===== src/rtl/hack_program_loader.sv =====
// hack_program_loader: streams a byte-wide program image into the instruction
// ROM, packing bytes big-endian into DATA_W-bit words written from address 0.
// The CPU is held in reset while loading and for RST_HOLD cycles afterwards.
// Optional feature macro: CHECKSUM_EN (image checksum compared against exp_sum).
module hack_program_loader #(
  parameter int DATA_W   = 16,
  parameter int BYTE_W   = 8,
  parameter int ADDR_W   = 15,
  parameter int DEPTH    = 16384,
  parameter int RST_HOLD = 4
) (
  input  logic              clk,
  input  logic              rst,
  input  logic              load_start,
  input  logic [BYTE_W-1:0] in_data,
  input  logic              in_valid,
  input  logic              in_last,
  output logic              in_ready,
  input  logic [DATA_W-1:0] exp_sum,
  output logic [ADDR_W-1:0] rom_addr,
  output logic [DATA_W-1:0] rom_data,
  output logic              rom_we,
  output logic              rom_sel,
  output logic              cpu_rst,
  output logic [ADDR_W:0]   words_loaded,
  output logic              err,
  output logic [DATA_W-1:0] checksum
);

  localparam int BPW    = DATA_W / BYTE_W;
  localparam int CNT_W  = (BPW > 1) ? $clog2(BPW) : 1;
  localparam int HOLD_W = (RST_HOLD > 1) ? $clog2(RST_HOLD) : 1;
  localparam logic [CNT_W-1:0]  LAST_BYTE = CNT_W'(BPW - 1);
  localparam logic [HOLD_W-1:0] HOLD_END  = HOLD_W'(RST_HOLD - 1);
  localparam logic [ADDR_W:0]   DEPTH_L   = (ADDR_W + 1)'(DEPTH);

  typedef enum logic [1:0] {
    IDLE = 2'd0,
    LOAD = 2'd1,
    HOLD = 2'd2,
    RUN  = 2'd3
  } state_t;

  state_t              state_r;
  logic [CNT_W-1:0]    byte_cnt_r;
  logic [HOLD_W-1:0]   hold_cnt_r;
  logic [DATA_W-1:0]   acc_r;

  logic                start_s;
  logic                accept_s;
  logic                word_done_s;
  logic                overflow_s;
  logic                chk_bad_s;
  logic                fail_s;
  logic [DATA_W-1:0]   word_s;
  logic [DATA_W-1:0]   sum_next_s;
  logic                unused_s;

  // exp_sum only matters when the checksum feature is built in
  assign unused_s = ^exp_sum;

  // Byte acceptance, word assembly and end-of-image decisions
  always_comb begin
    start_s     = load_start && (state_r != LOAD);
    accept_s    = in_valid && in_ready && (state_r == LOAD);
    word_done_s = accept_s && (in_last || (byte_cnt_r == LAST_BYTE));
    // words_loaded doubles as the next word index; it saturates at DEPTH
    overflow_s  = (words_loaded >= DEPTH_L);
    word_s      = acc_r;
    for (int k = 0; k < BPW; k++) begin
      if (byte_cnt_r == CNT_W'(k)) begin
        word_s[DATA_W-1-k*BYTE_W -: BYTE_W] = in_data;
      end else begin
        word_s[DATA_W-1-k*BYTE_W -: BYTE_W] = acc_r[DATA_W-1-k*BYTE_W -: BYTE_W];
      end
    end
`ifdef CHECKSUM_EN
    sum_next_s = overflow_s ? checksum : (checksum + word_s);
    chk_bad_s  = in_last && (sum_next_s != exp_sum);
`else
    sum_next_s = {DATA_W{1'b0}};
    chk_bad_s  = 1'b0;
`endif
    fail_s = err || overflow_s || chk_bad_s;
  end

  // Loader FSM with registered ROM, handshake and CPU-reset outputs
  always_ff @(posedge clk or posedge rst) begin
    if (rst) begin
      state_r      <= IDLE;
      byte_cnt_r   <= '0;
      hold_cnt_r   <= '0;
      acc_r        <= '0;
      in_ready     <= 1'b0;
      rom_addr     <= '0;
      rom_data     <= '0;
      rom_we       <= 1'b0;
      rom_sel      <= 1'b0;
      cpu_rst      <= 1'b1;
      words_loaded <= '0;
      err          <= 1'b0;
      checksum     <= '0;
    end else begin
      rom_we <= 1'b0;
      if (start_s) begin
        state_r      <= LOAD;
        in_ready     <= 1'b1;
        rom_sel      <= 1'b1;
        cpu_rst      <= 1'b1;
        byte_cnt_r   <= '0;
        hold_cnt_r   <= '0;
        acc_r        <= '0;
        words_loaded <= '0;
        err          <= 1'b0;
        checksum     <= '0;
      end else begin
        case (state_r)
          IDLE: begin
            cpu_rst  <= 1'b1;
            rom_sel  <= 1'b0;
            in_ready <= 1'b0;
          end
          LOAD: begin
            cpu_rst <= 1'b1;
            rom_sel <= 1'b1;
            if (word_done_s) begin
              acc_r      <= '0;
              byte_cnt_r <= '0;
              if (overflow_s) begin
                err <= 1'b1;
              end else begin
                rom_we       <= 1'b1;
                rom_addr     <= words_loaded[ADDR_W-1:0];
                rom_data     <= word_s;
                words_loaded <= words_loaded + (ADDR_W + 1)'(1);
                checksum     <= sum_next_s;
              end
              if (in_last) begin
                // rom_sel stays high through the write cycle on either path
                in_ready <= 1'b0;
                if (fail_s) begin
                  err     <= 1'b1;
                  state_r <= IDLE;
                end else begin
                  hold_cnt_r <= '0;
                  state_r    <= HOLD;
                end
              end else begin
                in_ready <= 1'b1;
              end
            end else if (accept_s) begin
              acc_r      <= word_s;
              byte_cnt_r <= byte_cnt_r + CNT_W'(1);
              in_ready   <= 1'b1;
            end else begin
              in_ready <= 1'b1;
            end
          end
          HOLD: begin
            in_ready <= 1'b0;
            if (hold_cnt_r == HOLD_END) begin
              state_r <= RUN;
              cpu_rst <= 1'b0;
              rom_sel <= 1'b0;
            end else begin
              hold_cnt_r <= hold_cnt_r + HOLD_W'(1);
              cpu_rst    <= 1'b1;
              rom_sel    <= 1'b1;
            end
          end
          RUN: begin
            cpu_rst  <= 1'b0;
            rom_sel  <= 1'b0;
            in_ready <= 1'b0;
          end
          default: begin
            state_r  <= IDLE;
            cpu_rst  <= 1'b1;
            rom_sel  <= 1'b0;
            in_ready <= 1'b0;
          end
        endcase
      end
    end
  end

endmodule


===== config.mk =====
export PLATFORM = sky130hd
export DESIGN_NAME = hack_program_loader
export DESIGN_NICKNAME = d
export VERILOG_FILES = /design/src/rtl/hack_program_loader.sv
export SDC_FILE = /design/constraint.sdc
export NUM_CORES = 1
export LEC_CHECK = 0
export BUFFER_PORTS_ARGS = -buffer_cell sky130_fd_sc_hd__buf_4
export CORE_UTILIZATION = 50
export CTS_CLUSTER_DIAMETER = 50
export CTS_CLUSTER_SIZE = 28
export DETAILED_ROUTE_END_ITERATION = 16
export PLACE_DENSITY_LB_ADDON = 0.1
export SETUP_SLACK_MARGIN = 0.15
export SLEW_MARGIN = 20
export SYNTH_ARGS = -nofsm -noshare
export SYNTH_HDL_FRONTEND = slang
export SYNTH_SLANG_ARGS = --single-unit

===== constraint.sdc =====
create_clock -name clk -period 2.4 [get_ports clk]
set_input_delay 0.36 -clock clk [delete_from_list [all_inputs] [get_ports clk]]
set_output_delay 0.36 -clock clk [all_outputs]
set_load 0.01 [all_outputs]

==> results.yml <==
global_route:
  antenna_found_initial: 0
  grt_max_degree: 74
  track_usage_pct: 20.9
  gr-total-overflow: 0
  grt_pass1_wl_mm: 11.4
  grt_pass1_vias: 2422
sta:
  period_share_pct: 87.8
  timing.hold.ws_ps: 104
  drv_slew: 0
  hold_viol_final: 0
  slew_headroom_pct: 66.3
  fin_tns_setup_ps: 0
  grt_setup_unrepaired: "no"
  finClkSkew_ps: 8.70
  worst_slew_pin_slew_ps: 502
  final-setup-viol-count: 0
  setup_ws_ps: 293
  max_freq_mhz: 475
  fin_crit_ps: 2110
place:
  gp_congestion: 0.861
  io_buffers: 64
  post-place-ws_ps: 176
  dp_hpwl_mm: 4.54
setup_path:
  crit_family: "simple AND/OR/NAND/NOR gates"
  crit_fanout: 9
  cp_slowest_cell: "or4_1"
  cp.buffers_inverters: 1
  rr_startpoint: "state_r[1]"
  path_cells: "inv_1 > ha_2 > o2111a_1 > nand3_1 > or4_1 > a21oi_1"
  path_class: "reg -> reg"
  reg2reg_to: "words_loaded[13]"
  r2r_setup_slack_ps: 290
  critPathMaxStageDelay_ps: 570
  end_kind: "flip-flop"
  reg2reg_depth: 6
  worst_ep_required_time_ps: 2670
  start_kind: "flip-flop"
  worstPathArrival_ps: 2370
layout:
  syn_to_final_growth_pct: 23.1
  n_fill_cell: 555
  num-nets-final: 425
  diodes: 0
  drive_above_1_share_pct: 24.1
  multi_input_area_um2: 1310
  regArea_um2: 1830
synthesis:
  synth_top_family_by_area: "simple AND/OR/NAND/NOR gates"
  ys_seq_elements: 73
  synthMuxAreaShare_pct: 6.79
  syn-cell-area_um2: 3280
  yosysUniqueCellTypes: 43
  synth-compound-area-share_pct: 11.6
  synth_fa_ha_area_share_pct: 2.29
  synth-simple-area-share_pct: 17.1
  synthXorXnorAreaFrac_pct: 0.267
  syn_area_per_cell_um2: 10.2
  yosys_warnings: 0
  ys_seq_area_share_pct: 55.7
  synthCells: 321
die:
  die_h_um: 83.0
  die_x_um: 83.0
  num_rows: 29
  ios: 97
  initial_utilization_pct: 51.7
  design.die.area_um2: 6890
  core_area_um2: 6350
route:
  route.detailed.drc: 0
  via_per_inst: 5.29
  antenna_left: 0
  vias: 2491
  routedWlPerCell_um: 14.0
  dr.pass1.iters: 4
  drtIter0Drc: 131
  routed_wl_mm: 6.60
clock_network:
  clk_latency_ps: 340
  cts_max_level: 3
  cts_tree: "done"
  cts-buffers-inserted: 9
  post_cts_buffers: 0
  root_buffer: "clkbuf_8"
  clk_pin_slew_ps: 80
  clkSinkCount: 73
  clock_path_buffers: 2
pwr:
  ir_worst_vdd_v: 0.000637
  p_leak_nw: 2.02
  power.density_nw_per_um2: 894
run:
  maxCapViolations: 0
run_status:
  status: "completed"
hold_path:
  hold_path_class: "in -> async"
[power by group]
part           switching (mW)  internal (mW)  leakage (nW)
clock                   0.442          0.580         0.102
combinational           0.561          0.462         0.933
sequential              0.133           1.43         0.989
[logic make-up after synthesis]
kind of cell | Yosys count
muxes | 22
adders and majority gates | 6
and+or+nand+nor | 121
AOI/OAI and AO/OA | 61
xor gates and xnor gates | 1
other | 1
DFF | 73
buffers and inverters | 36
[through the flow]
step | cell area, um^2 | total power, mW | std cells | utilization [%]
2_1_floorplan | 3340 | 2.20 | 336 | -
3_3_place_gp | 3830 | 2.59 | 456 | 60.3
3_5_place_dp | 3830 | 2.62 | 456 | 60.3
4_1_cts | 4040 | 3.65 | 471 | 63.6
5_1_grt | 4040 | 3.85 | 471 | 63.6
6_report | 4040 | 3.61 | 471 | 63.6
[registers in the layout (all words and copies together) (netlist names)]
signal,count
state_r,2
acc_r,16
rom_we,1
err,1
hold_cnt_r,2
rom_sel,1
byte_cnt_r,1
cpu_rst,1
words_loaded,16
rom_data,16
rom_addr,15
in_ready,1
[layer usage]
| metal | up-vias | wire length (um) | GRT usage (%) |
|---|---|---|---|
| met5 | - | 0 | 0 |
| met1 | 1191 | 3110 | 28.0 |
| met3 | 12 | 240 | 3.28 |
| met4 | 0 | 155 | 10.2 |
| li1 | 1218 | - | - |
| met2 | 70 | 3100 | 33.2 |
[cells in the mapped netlist, drive strengths merged]
cell	instances	share of area, %
nand2	70	8.0
o2111a	1	0.34
o211ai	3	0.69
buf	21	4.4
nor3	4	0.61
a21oi	10	1.5
conb	1	0.11
o21ai	28	4.3
nand4	4	0.76
a2bb2oi	1	0.27
o32a	1	0.31
a31oi	2	0.38
o41ai	1	0.27
nor2b	12	2.3
or2	2	0.38
nor2	10	1.2
clkbuf	8	0.92
dfstp	1	0.80
ha	6	2.3
and3	2	0.38
o311ai	1	0.27
o2111ai	1	0.27
and4	1	0.27
o31ai	4	0.92
a22o	8	2.1
nand3	6	0.92
and2	2	0.38
xor2	1	0.27
inv	6	0.69
clkinv	1	0.11
nand2b	1	0.19
mux2i	20	6.1
nor4	2	0.57
dfrtp	72	55
or4	1	0.23
mux2	2	0.69
or3	4	0.92
[cells in the final DEF (no fill, tap or decap), types with 2 or more instances in the layout]
master,n
nand4_1,4
nand3_1,6
or3_1,3
a21oi_1,10
o21ai_0,28
dfrtp_1,72
nor3_1,4
conb_1,16
and2_1,2
mux2i_1,20
o31ai_1,4
nor2_1,9
ha_1,5
and3_1,2
buf_12,2
clkbuf_8,9
clkinv_2,2
nor2b_1,12
a31oi_1,2
bufinv_16,2
o211ai_1,3
inv_1,5
mux2_2,2
a22o_1,8
nand2_1,70
buf_4,70
[worst max path at each step]
stage | slack (ps) | to | startpoint | cells after the start
2_1_floorplan | 190 | acc_r[0] | rst | 1
3_3_place_gp | 220 | words_loaded[0] | state_r[0] | 5
3_5_place_dp | 180 | words_loaded[0] | state_r[1] | 6
4_1_cts | 220 | words_loaded[13] | state_r[1] | 6
5_1_grt | 180 | words_loaded[13] | state_r[1] | 6
6_report | 290 | words_loaded[13] | state_r[1] | 6
[final cells by class]
cell class                      instances  share of cell area [%]
Multi-Input combinational cell        227                    32.5
Tap cell                               77                    2.39
Inverter                                7                   0.682
Sequential cell                        73                    45.3
Clock inverter                          5                    2.01
Clock buffer                           10                    3.16
Timing Repair Buffer                   72                    14.0
[worst reg2reg max path, stage by stage (launching register included)]
cell      delay, ps
dfrtp_1         410
inv_1            90
ha_2            270
o2111a_1        300
nand3_1         260
or4_1           570
a21oi_1         150
[repair_timing]
item                                    4_1_cts  5_1_grt
gates resized for setup                       1        2
hold buffers                                  0        0
endpoints found under the setup margin        1        2
gates cloned                                  0        0
hold endpoints to repair                      0        0
(Power assumes the default switching activity.)
